`config.mk`:
```
export PLATFORM = sky130hd
export DESIGN_NAME = fifo_rd_stream_flat
export DESIGN_NICKNAME = d
export VERILOG_FILES = /design/src/rtl/fifo_rd_stream_if.sv /design/src/rtl/fifo_rd_stream.sv /design/src/flat_wrapper.sv
export SDC_FILE = /design/constraint.sdc
export NUM_CORES = 1
export LEC_CHECK = 0
export BUFFER_PORTS_ARGS = -buffer_cell sky130_fd_sc_hd__clkbuf_2
export CAP_MARGIN = 40
export CORE_UTILIZATION = 46
export CTS_BUF_LIST = sky130_fd_sc_hd__clkbuf_4
export DETAILED_ROUTE_END_ITERATION = 10
export PLACE_DENSITY_LB_ADDON = 0.08
export SLEW_MARGIN = 30
export SYNTH_ARGS = -nofsm -noshare
export SYNTH_HDL_FRONTEND = slang
export SYNTH_SLANG_ARGS = --single-unit
```
`constraint.sdc`:
```
create_clock -name rclk -period 3.89 [get_ports rclk]
set_clock_uncertainty 0.05 [all_clocks]
set_input_delay 0.5835 -clock rclk [delete_from_list [all_inputs] [get_ports rclk]]
set_output_delay 0.5835 -clock rclk [all_outputs]
set_load 0.005 [all_outputs]
```
`src/rtl/fifo_rd_stream_if.sv`:
```
// Read-side FIFO bundle: write-pointer input, memory read port, status and the output stream.
// The master is the read controller; the slave is the environment (write domain, memory, consumer).
interface fifo_rd_stream_if #(
  parameter int DATA_WIDTH = 8,
  parameter int WIDTH      = 5
);
  logic [WIDTH:0]      wptr_gray;
  logic [DATA_WIDTH-1:0] mem_data;
  logic                ren;
  logic [WIDTH:0]      raddr;
  logic [WIDTH:0]      rptr_gray;
  logic                empty;
  logic [WIDTH:0]      level;
  logic                m_valid;
  logic                m_ready;
  logic [DATA_WIDTH-1:0] m_data;

  modport master (
    input  wptr_gray, mem_data, m_ready,
    output ren, raddr, rptr_gray, empty, level, m_valid, m_data
  );

  modport slave (
    output wptr_gray, mem_data, m_ready,
    input  ren, raddr, rptr_gray, empty, level, m_valid, m_data
  );
endinterface

```
`src/rtl/fifo_rd_stream.sv`:
```
// Read-domain controller of the async FIFO: gray pointer sync, registered empty/level,
// memory read issue and a 2-entry skid buffer hiding the memory's 1-cycle read latency.
module fifo_rd_stream #(
  parameter int DATA_WIDTH = 8,
  parameter int DEPTH      = 32,
  parameter int WIDTH      = 5
) (
  input  logic               rclk,
  input  logic               rrst,
  fifo_rd_stream_if.master   bus
);

  if (DEPTH != (1 << WIDTH)) begin : g_depth_check
    $error("fifo_rd_stream: DEPTH must equal 2**WIDTH");
  end

  function automatic logic [WIDTH:0] bin2gray(input logic [WIDTH:0] b);
    return b ^ (b >> 1);
  endfunction

  function automatic logic [WIDTH:0] gray2bin(input logic [WIDTH:0] g);
    logic [WIDTH:0] b;
    b[WIDTH] = g[WIDTH];
    for (int i = WIDTH - 1; i >= 0; i--) begin
      b[i] = b[i+1] ^ g[i];
    end
    return b;
  endfunction

  logic [WIDTH:0]        rbin_q, rbin_d;
  logic [WIDTH:0]        rgray_q, rgray_d;
  logic [WIDTH:0]        wq1_q, wq1_d;
  logic [WIDTH:0]        wq2_q, wq2_d;
  logic                  empty_q, empty_d;
  logic [WIDTH:0]        level_q, level_d;
  logic                  inflight_q, inflight_d;
  logic [1:0]            occ_q, occ_d;
  logic [DATA_WIDTH-1:0] buf0_q, buf0_d;
  logic [DATA_WIDTH-1:0] buf1_q, buf1_d;

  logic                  pop;
  logic                  fetch;
  logic [2:0]            fill;
  logic [1:0]            slot;
  logic [WIDTH:0]        rbin_inc;

  always_comb begin
    pop      = (occ_q != 2'd0) && bus.m_ready;
    // Words that will sit in the buffer after this edge; fetch only if one slot stays free
    fill     = {1'b0, occ_q} + {2'b00, inflight_q} - {2'b00, pop};
    fetch    = !empty_q && (fill <= 3'd1);
    rbin_inc = rbin_q + {{WIDTH{1'b0}}, 1'b1};

    rbin_d     = fetch ? rbin_inc : rbin_q;
    rgray_d    = fetch ? bin2gray(rbin_inc) : rgray_q;
    empty_d    = (rgray_d == wq2_q);
    level_d    = gray2bin(wq2_q) - rbin_d;
    wq1_d      = bus.wptr_gray;
    wq2_d      = wq1_q;
    inflight_d = fetch;
    occ_d      = fill[1:0];

    // Head shifts out on pop; the returning word lands in the first free slot after that
    slot   = occ_q - {1'b0, pop};
    buf0_d = pop ? buf1_q : buf0_q;
    buf1_d = buf1_q;
    if (inflight_q) begin
      if (slot == 2'd0) buf0_d = bus.mem_data;
      else              buf1_d = bus.mem_data;
    end
  end

  always_ff @(posedge rclk or posedge rrst) begin
    if (rrst) begin
      rbin_q     <= '0;
      rgray_q    <= '0;
      wq1_q      <= '0;
      wq2_q      <= '0;
      empty_q    <= 1'b1;
      level_q    <= '0;
      inflight_q <= 1'b0;
      occ_q      <= 2'd0;
      buf0_q     <= '0;
      buf1_q     <= '0;
    end else begin
      rbin_q     <= rbin_d;
      rgray_q    <= rgray_d;
      wq1_q      <= wq1_d;
      wq2_q      <= wq2_d;
      empty_q    <= empty_d;
      level_q    <= level_d;
      inflight_q <= inflight_d;
      occ_q      <= occ_d;
      buf0_q     <= buf0_d;
      buf1_q     <= buf1_d;
    end
  end

  assign bus.ren       = fetch;
  assign bus.raddr     = rbin_q;
  assign bus.rptr_gray = rgray_q;
  assign bus.empty     = empty_q;
  assign bus.level     = level_q;
  assign bus.m_valid   = (occ_q != 2'd0);
  assign bus.m_data    = buf0_q;

endmodule
```
`src/flat_wrapper.sv`:
```
// flat-port wrapper written by rule: the top's interface ports become plain ports
module fifo_rd_stream_flat 
#(
  parameter int DATA_WIDTH = 8,
  parameter int DEPTH      = 32,
  parameter int WIDTH      = 5
)
  (rclk, rrst, bus_wptr_gray, bus_mem_data, bus_m_ready, bus_ren, bus_raddr, bus_rptr_gray, bus_empty, bus_level, bus_m_valid, bus_m_data);
  fifo_rd_stream_if #(.DATA_WIDTH(DATA_WIDTH), .WIDTH(WIDTH)) bus_i ();
  input  logic rclk;
  input  logic rrst;
  input wire logic [$bits(bus_i.wptr_gray)-1:0] bus_wptr_gray;
  input wire logic [$bits(bus_i.mem_data)-1:0] bus_mem_data;
  input wire logic [$bits(bus_i.m_ready)-1:0] bus_m_ready;
  output wire logic [$bits(bus_i.ren)-1:0] bus_ren;
  output wire logic [$bits(bus_i.raddr)-1:0] bus_raddr;
  output wire logic [$bits(bus_i.rptr_gray)-1:0] bus_rptr_gray;
  output wire logic [$bits(bus_i.empty)-1:0] bus_empty;
  output wire logic [$bits(bus_i.level)-1:0] bus_level;
  output wire logic [$bits(bus_i.m_valid)-1:0] bus_m_valid;
  output wire logic [$bits(bus_i.m_data)-1:0] bus_m_data;
  assign bus_i.wptr_gray = bus_wptr_gray;
  assign bus_i.mem_data = bus_mem_data;
  assign bus_i.m_ready = bus_m_ready;
  assign bus_ren = bus_i.ren;
  assign bus_raddr = bus_i.raddr;
  assign bus_rptr_gray = bus_i.rptr_gray;
  assign bus_empty = bus_i.empty;
  assign bus_level = bus_i.level;
  assign bus_m_valid = bus_i.m_valid;
  assign bus_m_data = bus_i.m_data;
  fifo_rd_stream #(.DATA_WIDTH(DATA_WIDTH), .DEPTH(DEPTH), .WIDTH(WIDTH)) u_core (.rclk(rclk), .rrst(rrst), .bus(bus_i));
endmodule
```
# After elaboration in Yosys (flattened, before gate mapping)
# Index checks and enable logic that the tools add are counted.
# word_totals
register_bits	50
input_bits	17
output_inout_bits	29
wordCells	35
# op_classes
n_addsub	5
magnitude_cmp	1
n_eq_ne	1
n_mux	5
n_bitwise	7
reduce_logical	6
# op_table
operator	n
$mux W8	3
$mux W6	2
$add A6 B1 Y6 const B	1
$eq A6 B6 Y1	1
$sub A6 B6 Y6	1
$xor A6 B5 Y6	1
$xor A1 B1 Y1	5
$add A2 B1 Y3	1
$le A3 B1 Y1 const B	1
$sub A3 B1 Y3	1
$logic_and A1 B1 Y1	2
$logic_not A2 Y1	1
$reduce_and A2 Y1	1
$reduce_bool A2 Y1	1
$sub A2 B1 Y2	1
$logic_not A1 Y1	1
$not A1 Y1	1

# Depth between registers and ports, before layout
# Gate-level depths: netlist of run 1.
# depth
ltp_word	7
mapped_depth	19
depth_no_buf	16

# Worst setup path after synthesis of run 1
# Ideal clock, no wire load.
# synth_path
path_type	register -> register
from	register u_core.occ_q[1]
to	register u_core.level_q[5] (netlist: u_core.bus.level[5])
setup_time_ps	124
arrival_time_ps	4022
required_ps	3716
slack_ps	-306
path_stages_with_launch	19
n_path_buf	3
synth_period_minus_slack_ps	4196
path_cell_list	dfrtp_1 or2_2 clkbuf_1 nand2_1 or2_2 nand2_1 ha_1 fa_1 or3_1 buf_4 inv_4 buf_6 mux2i_1 ha_1 a21o_1 a21o_1 a21o_1 a21oi_1 xnor2_1
# synth_via
elab_chain_len	7
elab_cells_between_ends	8
cone_classes	add/sub: 3; order compare: 1; mux: 1; reduce/logical: 3
# synth_rtl
element	line_no	rtl
start: declaration	fifo_rd_stream.sv:37	logic [1:0] occ_q, occ_d;
start signal: assignment	fifo_rd_stream.sv:82	occ_q <= 2'd0;
start signal: assignment	fifo_rd_stream.sv:93	occ_q <= occ_d;
$reduce_bool A2 Y1	-	
via bus_m_valid	flat_wrapper.sv:20	output wire logic [$bits(bus_i.m_valid)-1:0] bus_m_valid;
$logic_and A1 B1 Y1	fifo_rd_stream.sv:48	pop = (occ_q != 2'd0) && bus.m_ready;
$sub A3 B1 Y3	fifo_rd_stream.sv:50	fill = {1'b0, occ_q} + {2'b00, inflight_q} - {2'b00, pop};
via u_core.fill[1]	fifo_rd_stream.sv:43	logic [2:0] fill;
$le A3 B1 Y1	fifo_rd_stream.sv:51	fetch = !empty_q && (fill <= 3'd1);
$logic_and A1 B1 Y1	fifo_rd_stream.sv:51	
via bus_ren	flat_wrapper.sv:15	output wire logic [$bits(bus_i.ren)-1:0] bus_ren;
$mux W6	fifo_rd_stream.sv:54	rbin_d = fetch ? rbin_inc : rbin_q;
$sub A6 B6 Y6	fifo_rd_stream.sv:57	level_d = gray2bin(wq2_q) - rbin_d;
via u_core.level_d[5]	fifo_rd_stream.sv:35	logic [WIDTH:0] level_q, level_d;
end signal: assignment	fifo_rd_stream.sv:91	level_q <= level_d;
end: declaration	fifo_rd_stream.sv:35	
# The timed path passes the listed nets, and every way through them passes these cells.
# A chain may end at the register's enable or synchronous reset.

# Worst setup path in the final report of run 1
# layout_path
from	register u_core.occ_q[1]
to	register u_core.level_q[4] (netlist: u_core.bus.level[4])
# layout_via
elab_chain_len	7
elab_cells_between_ends	8
cone_classes	add/sub: 3; order compare: 1; mux: 1; reduce/logical: 3
# layout_rtl
element	line_no	rtl
branches (longest 2 deep; another with $add A2 B1 Y3)	-	
$sub A3 B1 Y3 (*)	fifo_rd_stream.sv:50	
via u_core.fill[1]	fifo_rd_stream.sv:43	
$le A3 B1 Y1 (*)	fifo_rd_stream.sv:51	
$logic_and A1 B1 Y1 (*)	fifo_rd_stream.sv:51	
$mux W6 (*)	fifo_rd_stream.sv:54	
via u_core.rbin_d[0]	fifo_rd_stream.sv:30	logic [WIDTH:0] rbin_q, rbin_d;
$sub A6 B6 Y6 (*)	fifo_rd_stream.sv:57	
via u_core.level_d[4]	fifo_rd_stream.sv:35	
# Mark *: on every way through the listed nets, which the timed path passes.

==> results of run 1 <==
## repair_timing
| action | CTS | global route |
|---|---|---|
| endpoints found under the setup margin | 0 | 2 |
| hold buffers | 0 | 0 |
| gates resized for setup | 0 | 1 |
## registers in the layout, indices dropped and copies added, names as in the netlist
register              flops
u_core.occ_q              2
u_core.bus.empty          1
u_core.buf1_q             8
u_core.inflight_q         1
u_core.wq1_q              6
u_core.wq2_q              6
u_core.bus.raddr          6
u_core.bus.rptr_gray      6
u_core.bus.level          6
u_core.bus.m_data         8
## area by class of cell
class	count	area (um^2)
fillers	449	2060
flip-flops and latches	50	1250
multi-input cells	128	1050
repair buffers	50	263
well taps	67	83.8
inverters	12	50.0
clock buffers	5	37.5
clock inverters	3	21.3
## Yosys cell counts (all sizes together)
cell | count | area (um^2)
dfrtp | 49 | 1230
xnor2 | 22 | 211
nand2 | 21 | 86.3
o21ai | 13 | 65.1
inv | 12 | 47.6
xor2 | 11 | 96.3
mux2 | 9 | 105
mux2i | 9 | 90.1
ha | 7 | 87.6
a21o | 4 | 30.0
clkbuf | 4 | 15.0
nor2 | 4 | 17.5
or2 | 4 | 25.0
a21oi | 3 | 15.0
buf | 3 | 23.8
fa | 2 | 40.0
nand3 | 2 | 10.0
nor2b | 2 | 12.5
nor3 | 2 | 10.0
nor4 | 2 | 12.5
a211o | 1 | 8.76
a211oi | 1 | 12.5
a21boi | 1 | 7.51
a221o | 1 | 10.0
a221oi | 1 | 8.76
a22oi | 1 | 7.51
a311oi | 1 | 8.76
and4 | 1 | 8.76
dfstp | 1 | 26.3
nor3b | 1 | 7.51
or3 | 1 | 6.26
xnor3 | 1 | 22.5
## layer usage
| metal | share of wire, % | vias up |
|---|---|---|
| li1 | - | 758 |
| met1 | 52 | 691 |
| met2 | 42 | 30 |
| met3 | 3.9 | 8 |
| met4 | 1.9 | 0 |
| met5 | 0 | - |
## stage by stage
| step | util [%] | power, mW |
|---|---|---|
| after CTS | 57.2 | 2.66 |
| final | 57.3 | 2.63 |
| after detailed placement | 55.9 | 2.41 |
| after global placement | 55.9 | 2.40 |
| after floorplan | - | 2.03 |
| after global routing | 57.3 | 2.89 |
## worst paths after layout
check / end / slack, ns
min in group rclk: u_core.wq1_q[1]$_DFF_PP0_ / 0.26
worst min-delay path: u_core.bus.raddr[2]$_DFF_PP0_ / 0.21
worst max register to register: u_core.bus.level[4]$_DFF_PP0_ / 0.23
worst max-delay path: u_core.bus.level[4]$_DFF_PP0_ / 0.23
max in group asynchronous: u_core.bus.raddr[5]$_DFF_PP0_ / 3.17
worst min register to register: u_core.wq2_q[2]$_DFF_PP0_ / 0.32
## critical path: stages (launching register included)
cell     delay (ns)
dfrtp_1        0.40
or2_2          0.33
nand2_4        0.07
or2_4          0.12
nand2_1        0.05
ha_1           0.18
fa_1           0.45
or3_1          0.44
buf_4          0.22
xnor2_2        0.15
ha_1           0.17
inv_1          0.06
fa_1           0.39
a21o_1         0.20
a21oi_1        0.17
xnor2_1        0.13
## logic make-up after synthesis
logic type	share of synthesized area [%]
fa+ha+maj	5.40
xor+xnor	14.0
buf+inv	3.65
mux	8.26
flops	53.0
compound gates	7.36
simple gates	8.32
## power by group
part,internal (mW),switching (mW),total (mW)
clock,0.0709,0.161,0.232
combinational,0.742,0.756,1.50
sequential,0.744,0.153,0.897
==> qor.csv, run 1 <==
metric,value,unit
worst_pin_slew,0.781,ns
grt_setup_unrepaired,no,
ant_nets,0,
avgSynthCellArea,12.0,um^2
hold_viol_final,0,
cts_made_buffers,5,
met1_usage,24.8,%
grt_max_degree,51,
drive_gt1_share,31.5,%
placed_area,2700,um^2
grt_busiest_layer,met1,
rows,25,
drc,0,
grt_pass1_wl,6710,um
period_minus_slack,3.66,ns
peakVddDrop,0.367,mV
worstRegToRegCells,15,
fin_crit_sh,94.0,%
htree_levels,2,
place_congestion,0.819,
wl_per_cell,12.8,um
worst_setup_path_start_kind,register,
portBuffers,45,
clock_latency,0.37,ns
finalSetupViolations,0,
final_cell_mix,"dfrtp_1, clkbuf_2, xnor2_1",
p_leak,1.34,nW
met3_usage,4.39,%
coreArea,4820,um^2
cp-startpoint,u_core.occ_q[1]$_DFF_PP0_,
die_w,73.7,um
pre_cts_ws,0.118,ns
gr-usage-met2,23.6,%
regToRegStartpoint,u_core.occ_q[1]$_DFF_PP0_,
arrival,3.91,ns
hold_slack,0.208,ns
post_cts_buffers,0,
numClockSinks,50,
slew_viol_final,0,
io-pin-count,46,
maxCapViolCount,0,
clock.fmax,273,MHz
viasPerCell,4.72,
final_common_cell,dfrtp_1,
clockBufferDepth,2,
hold_class,input port to asynchronous set/reset pin,
firstDrtPassIters,4,
status,"complete, no violations",
synthDistinctLibCells,41,
antenna_found_initial,0,
grtUsageTotal,17.0,%
setup_ws,0.233,ns
hpwl,3020,um
fin_area,2760,um^2
root_buffer,clkbuf_4,
slew_headroom,47.6,%
end_kind,register,
crit_path_max_fanout,15,
vias,1487,
dp.cells,307,
worstSetupPathType,register to register,
p_per_area,951,nW/um^2
synth_area,2360,um^2
grt.overflow.total,0,
syn-num-nets,223,
die_h,73.7,um
cts_tree,built,
synth_warnings,0,
drtIter0Drc,69,
wl,4020,um
ys_ff_latch,50,
critPathRequiredTime,4.14,ns
area_growth,16.9,%
synth_seq_area_share,53.0,%
clk_pin_slew_worst_paths,0.14,ns
fp.dieArea,5430,um^2
final_cells,315,
grt_pass1_vias,1401,
antenna-diode-count,0,
initial_core_util,49.0,%
synthCells,197,
nets,273,
finalSetupTns,0,ns
(Power assumes the default switching activity.)
==> run 2: changes to the inputs <==
==> constraint.sdc (replaced) <==
create_clock -name rclk -period 3 [get_ports rclk]
set_clock_uncertainty 0.05 [all_clocks]
set_input_delay 0.45 -clock rclk [delete_from_list [all_inputs] [get_ports rclk]]
set_output_delay 0.45 -clock rclk [all_outputs]
set_load 0.005 [all_outputs]
==> run 2 against run 1 <==
  * The run now ends with negative setup slack left
  * Critical path depth stayed put
  * Utilization increased by 5.8 points
  * Hold slack worse by 0.13 ns
==> qor.csv, run 2 (same netlist as run 1, synthesis figures left out) <==
metric,value,unit,change
maxCapViolCount,0,,unchanged
initial_core_util,49.0,%,unchanged
arrival,3.68,ns,-0.23 ns
clock.fmax,293,MHz,+7.0%
final_cell_mix,"dfrtp_1, clkbuf_2, buf_4",,
grt.overflow.total,0,,unchanged
clock_latency,0.37,ns,about the same
worst_pin_slew,0.722,ns,-0.0598 ns
hold_viol_final,0,,unchanged
clockBufferDepth,2,,unchanged
cts_made_buffers,5,,unchanged
status,"finished, violations left",,
finalSetupTns,-2.06,ns,-2.06 ns
grtUsageTotal,18.2,%,+1.2 points
io-pin-count,46,,unchanged
violations,negative setup slack,,
drc,0,,unchanged
worstSetupPathType,register to register,,
period_minus_slack,3.42,ns,-0.240 ns
coreArea,4820,um^2,unchanged
antenna_found_initial,0,,unchanged
htree_levels,2,,unchanged
grt_pass1_wl,7260,um,+8.2%
worstRegToRegCells,15,,unchanged
numClockSinks,50,,unchanged
total_power,4.18,mW,+59%
vias,1619,,+8.9%
firstDrtPassIters,4,,unchanged
drive_gt1_share,41.4,%,+10 points
fp.dieArea,5430,um^2,unchanged
nets,293,,+7.3%
setup_ws,-0.416,ns,-0.650 ns
finalSetupViolations,7,,+7
path_depth,15,,unchanged
reg2reg_slack,-0.42,ns,-0.65 ns
cts_tree,built,,
root_buffer,clkbuf_4,,
cp-startpoint,u_core.occ_q[0]$_DFF_PP0_,,
slew_viol_final,0,,unchanged
portBuffers,45,,unchanged
rows,25,,unchanged
grt_pass1_vias,1520,,+8.5%
fin_crit_sh,114,%,+20 points
viasPerCell,4.83,,+2.4%
crit_path_top_delay_cell,or3_4,,
critPathCapture,u_core.bus.level[5]$_DFF_PP0_,,
ant_nets,0,,unchanged
path_buf_inv,1,,-1
wl,4440,um,+10%
final_common_cell,dfrtp_1,,
end_kind,register,,
slowest_delay,0.44,ns,about the same
wl_per_cell,13.3,um,+3.8%
p_leak,1.45,nW,+8.7%
path_cells,or2_4 > nand2_8 > or2_4 > nand2_4 > ha_4 > fa_2 > or3_4 > inv_4 > mux2i_4 > ha_4 > a21o_1 > a21o_1 > a21o_1 > a21oi_2 > xnor2_1,,
r2r_end,u_core.bus.level[5]$_DFF_PP0_,,
die_w,73.7,um,unchanged
postCtsHoldBufs,0,,unchanged
area_growth,28.7,%,
grt_setup_unrepaired,yes,,
regToRegStartpoint,u_core.occ_q[0]$_DFF_PP0_,,
p_per_area,1380,nW/um^2,+45%
place_congestion,0.727,,-11%
slew_headroom,51.6,%,+4.0 points
worst_setup_path_start_kind,register,,
die_h,73.7,um,unchanged
dp.cells,324,,+5.5%
utilization,63.1,%,+5.8 points
peakVddDrop,0.686,mV,+87%
hpwl,3140,um,+4.1%
hold_slack,0.0803,ns,-0.128 ns
clk_pin_slew_worst_paths,0.15,ns,about the same
critPathRequiredTime,3.26,ns,-0.88 ns
hold_class,input port to asynchronous set/reset pin,,
grt_max_degree,51,,unchanged
critical-path-top-delay-family,simple AND/OR/NAND/NOR gates,,
antenna-diode-count,0,,unchanged
drtIter0Drc,66,,-4.3%
crit_path_max_fanout,4,,-11
final_cells,335,,+6.3%
cpMostUsedCell,a21o_1,,
run 2: cell types whose count changed in the layout (fill, tap and decap cells not counted), moves of 2 or more:
cell        before  now
a21oi_1          3    1
a21oi_2          0    2
buf_4            5   21
buf_6            0    4
clkinv_4         2    0
clkinvlp_4       0    2
fa_1             2    0
fa_2             0    2
ha_1             7    4
ha_4             0    2
run 2: layout make-up:
cell class,instances,area (um^2)
Fill cell,423,1780
Sequential cell,50,1250
Multi-Input combinational cell,128,1140
Timing Repair Buffer,70,428
Tap cell,67,83.8
Inverter,12,50.0
Clock inverter,3,45.0
Clock buffer,5,37.5
run 2: timing repair:
item                       in CTS  in global routing
pin swaps                       4                  5
hold endpoints to repair        0                  0
setup endpoints to repair       7                  7
resized for setup               6                  6
setup buffers                   2                  4
run 2: metal layers:
layer,global-route usage (%),share of wire [%],vias up
met5,0,0,-
met4,5.77,1.1,0
met3,4.12,3.9,7
met2,25.4,44,33
met1,27.9,51,781
li1,-,-,798
run 2: report_power, final:
group	internal, mW	switching [mW]
logic	1.43	1.18
registers	0.964	0.214
clock network	0.175	0.222
total	2.57	1.61
run 2: worst min path at each step:
stage                                           to  cells past startpoint
floorplan                u_core.wq2_q[0]$_DFF_PP0_                      0
global placement         u_core.wq2_q[4]$_DFF_PP0_                      0
detailed placement       u_core.wq2_q[3]$_DFF_PP0_                      0
CTS                 u_core.bus.m_data[3]$_DFF_PP0_                      2
global route             u_core.wq1_q[5]$_DFF_PP0_                      1
finish                u_core.buf1_q[2]$_DFFE_PP0P_                      2
run 2: per-stage QoR:
step	area (um^2)	worst slack, ns
final	3040	-0.416
after floorplan	2450	-0.637
after detailed placement	2860	-0.540
after global placement	2860	-0.515
after CTS	2980	-0.397
after global routing	3040	-0.557
run 2: worst reg2reg max path: stages (launching register included):
cell and delay (ns):
dfrtp_1 0.41, or2_4 0.28, nand2_8 0.06, or2_4 0.12, nand2_4 0.05, ha_4 0.15
fa_2 0.41, or3_4 0.44, inv_4 0.10, mux2i_4 0.25, ha_4 0.23, a21o_1 0.16
a21o_1 0.17, a21o_1 0.18, a21oi_2 0.16, xnor2_1 0.12
==> run 3: changes to the inputs <==
--- a/config.mk
+++ b/config.mk
@@ -8,7 +8,6 @@
 export BUFFER_PORTS_ARGS = -buffer_cell sky130_fd_sc_hd__clkbuf_2
 export CAP_MARGIN = 40
 export CORE_UTILIZATION = 46
-export CTS_BUF_LIST = sky130_fd_sc_hd__clkbuf_4
 export DETAILED_ROUTE_END_ITERATION = 10
 export PLACE_DENSITY_LB_ADDON = 0.08
 export SLEW_MARGIN = 30
==> run 3 against run 2 <==
  * Final cell count is the same
  * Maximum frequency about the same
  * Critical path depth unchanged
  * Clock power rose by 19%
  * Largest power group unchanged
  * The run still ends with negative setup slack left
  * Global-route usage grew 0.089 points
  * Via count increased by 0.25%
  * Die area unchanged
  * Critical endpoint unchanged
  * Hold slack better by 0.078 ns
==> qor.csv, run 3 (same netlist as run 1, synthesis figures left out) <==
metric,value,unit,change
clk_pin_slew_worst_paths,0.09,ns,-0.06 ns
hpwl,3140,um,unchanged
clock.fmax,293,MHz,about the same
ant_nets,0,,unchanged
coreArea,4820,um^2,unchanged
crit_path_top_delay_cell,or3_4,,
hold_viol_final,0,,unchanged
fp.dieArea,5430,um^2,unchanged
wl,4400,um,-0.90%
slew_viol_final,0,,unchanged
end_kind,register,,
worstSetupPathType,register to register,,
crit_path_max_fanout,4,,unchanged
p_per_area,1390,nW/um^2,+0.73%
cts_tree,built,,
utilization,63.8,%,+0.65 points
seq_area,1250,um^2,unchanged
p_clk_share,11.1,%,+1.6 points
drc,0,,unchanged
n_fill_cell,411,,-2.8%
hold_slack,0.158,ns,+0.0776 ns
p_comb_share,61.2,%,-1.1 points
place_congestion,0.727,,unchanged
die_h,73.7,um,unchanged
initial_core_util,49.0,%,unchanged
worst_setup_path_start_kind,register,,
grt_pass1_vias,1518,,-0.13%
grt_max_degree,51,,unchanged
setup_ws,-0.413,ns,+0.00275 ns
p_switching,1.61,mW,-0.17%
maxCapViolCount,0,,unchanged
worst_pin_slew,0.725,ns,+0.00328 ns
path_cells,or2_4 > nand2_8 > or2_4 > nand2_4 > ha_4 > fa_2 > or3_4 > inv_4 > mux2i_4 > ha_4 > a21o_1 > a21o_1 > a21o_1 > a21oi_2 > xnor2_1,,
cts_made_buffers,5,,unchanged
final_common_cell,dfrtp_1,,
firstDrtPassIters,4,,unchanged
vias,1623,,+0.25%
slowest_delay,0.44,ns,about the same
viasPerCell,4.84,,+0.25%
placed_area,2860,um^2,unchanged
antenna_found_initial,0,,unchanged
swShare,37.8,%,-0.73 points
grt_pass1_wl,7240,um,-0.28%
io-pin-count,46,,unchanged
root_buffer,clkbuf_8,,
final_cell_mix,"dfrtp_1, clkbuf_2, buf_4",,
drive_gt1_share,41.4,%,unchanged
rows,25,,unchanged
period_minus_slack,3.41,ns,-0.00275 ns
internal_power,2.65,mW,+3.0%
grt.overflow.total,0,,unchanged
arrival,3.59,ns,-0.09 ns
total_power,4.26,mW,+1.8%
regToRegStartpoint,u_core.occ_q[0]$_DFF_PP0_,,
drtIter0Drc,60,,-9.1%
cpMostUsedCell,a21o_1,,
antenna-diode-count,0,,unchanged
fin_crit_sh,114,%,about the same
critical-path-top-delay-family,simple AND/OR/NAND/NOR gates,,
nets,293,,unchanged
clockBufferDepth,2,,unchanged
grtUsageTotal,18.3,%,+0.089 points
clock_latency,0.31,ns,-0.06 ns
cp-startpoint,u_core.occ_q[0]$_DFF_PP0_,,
final_cells,335,,unchanged
multi_input_area,1140,um^2,unchanged
violations,negative setup slack,,
htree_levels,2,,unchanged
dp.cells,324,,unchanged
die_w,73.7,um,unchanged
seqPwrFrac,27.7,%,-0.5 points
postCtsHoldBufs,0,,unchanged
path_buf_inv,1,,unchanged
slew_headroom,51.4,%,-0.22 points
peakVddDrop,0.686,mV,about the same
status,"finished, violations left",,
numClockSinks,50,,unchanged
fin_area,3070,um^2,+1.0%
hold_class,input port to asynchronous set/reset pin,,
worstRegToRegCells,15,,unchanged
area_growth,30.0,%,
critPathRequiredTime,3.18,ns,-0.08 ns
finalSetupViolations,7,,unchanged
portBuffers,45,,unchanged
wl_per_cell,13.1,um,-0.90%
grt_setup_unrepaired,yes,,
p_leak,1.46,nW,+0.89%
path_depth,15,,unchanged
==> run 3: cell counts in the layout (fill, tap and decap cells not counted) <==
No cell type changed its count.
==> run 3: path summary, 6_finish.rpt <==
kind                       slack [ns]                                end
max reg2reg                     -0.41      u_core.bus.level[5]$_DFF_PP0_
min                              0.16       u_core.buf1_q[2]$_DFFE_PP0P_
max in group asynchronous        2.35  u_core.bus.rptr_gray[3]$_DFF_PP0_
min reg2reg                      0.30          u_core.wq2_q[1]$_DFF_PP0_
min in group rclk                0.20          u_core.wq1_q[4]$_DFF_PP0_
max                             -0.41      u_core.bus.level[5]$_DFF_PP0_
==> run 3: stage by stage <==
stage | setup slack [ns] | setup TNS (ns)
floorplan | -0.637 | -2.58
global placement | -0.515 | -2.56
detailed placement | -0.540 | -2.55
CTS | -0.390 | -1.72
global route | -0.552 | -2.73
finish | -0.413 | -1.94
==> run 3: per-layer routing <==
| layer | share of wire (%) | up-vias | global-route usage [%] |
|---|---|---|---|
| met5 | 0 | - | 0 |
| met4 | 1.9 | 0 | 6.41 |
| met3 | 4.1 | 9 | 4.53 |
| met2 | 44 | 38 | 25.1 |
| met1 | 50 | 781 | 27.9 |
| li1 | - | 795 | - |
==> run 3: cell type report <==
cell class / count / area share (%)
multi-input cells: 128 / 37.2
clock buffers: 5 / 2.24
inverters: 12 / 1.63
flip-flops and latches: 50 / 40.8
repair buffers: 70 / 13.9
clock inverters: 3 / 1.47
well taps: 67 / 2.73
==> run 3: repair_timing <==
| item | 4_1_cts | 5_1_grt |
|---|---|---|
| endpoints found under the setup margin | 7 | 7 |
| endpoints found under the hold margin | 0 | 0 |
| resized for setup | 6 | 6 |
| setup buffers | 2 | 4 |
| pin swaps | 4 | 5 |
==> run 3: power by group through the flow <==
| stage | registers, mW | clock network, mW | logic [mW] |
|---|---|---|---|
| 6_report | 1.18 | 0.472 | 2.60 |
| 4_1_cts | 1.18 | 0.489 | 2.43 |
| 2_1_floorplan | 1.15 | 0 | 1.62 |
| 5_1_grt | 1.22 | 0.510 | 2.87 |
| 3_3_place_gp | 1.19 | 0 | 2.28 |
| 3_5_place_dp | 1.19 | 0 | 2.29 |
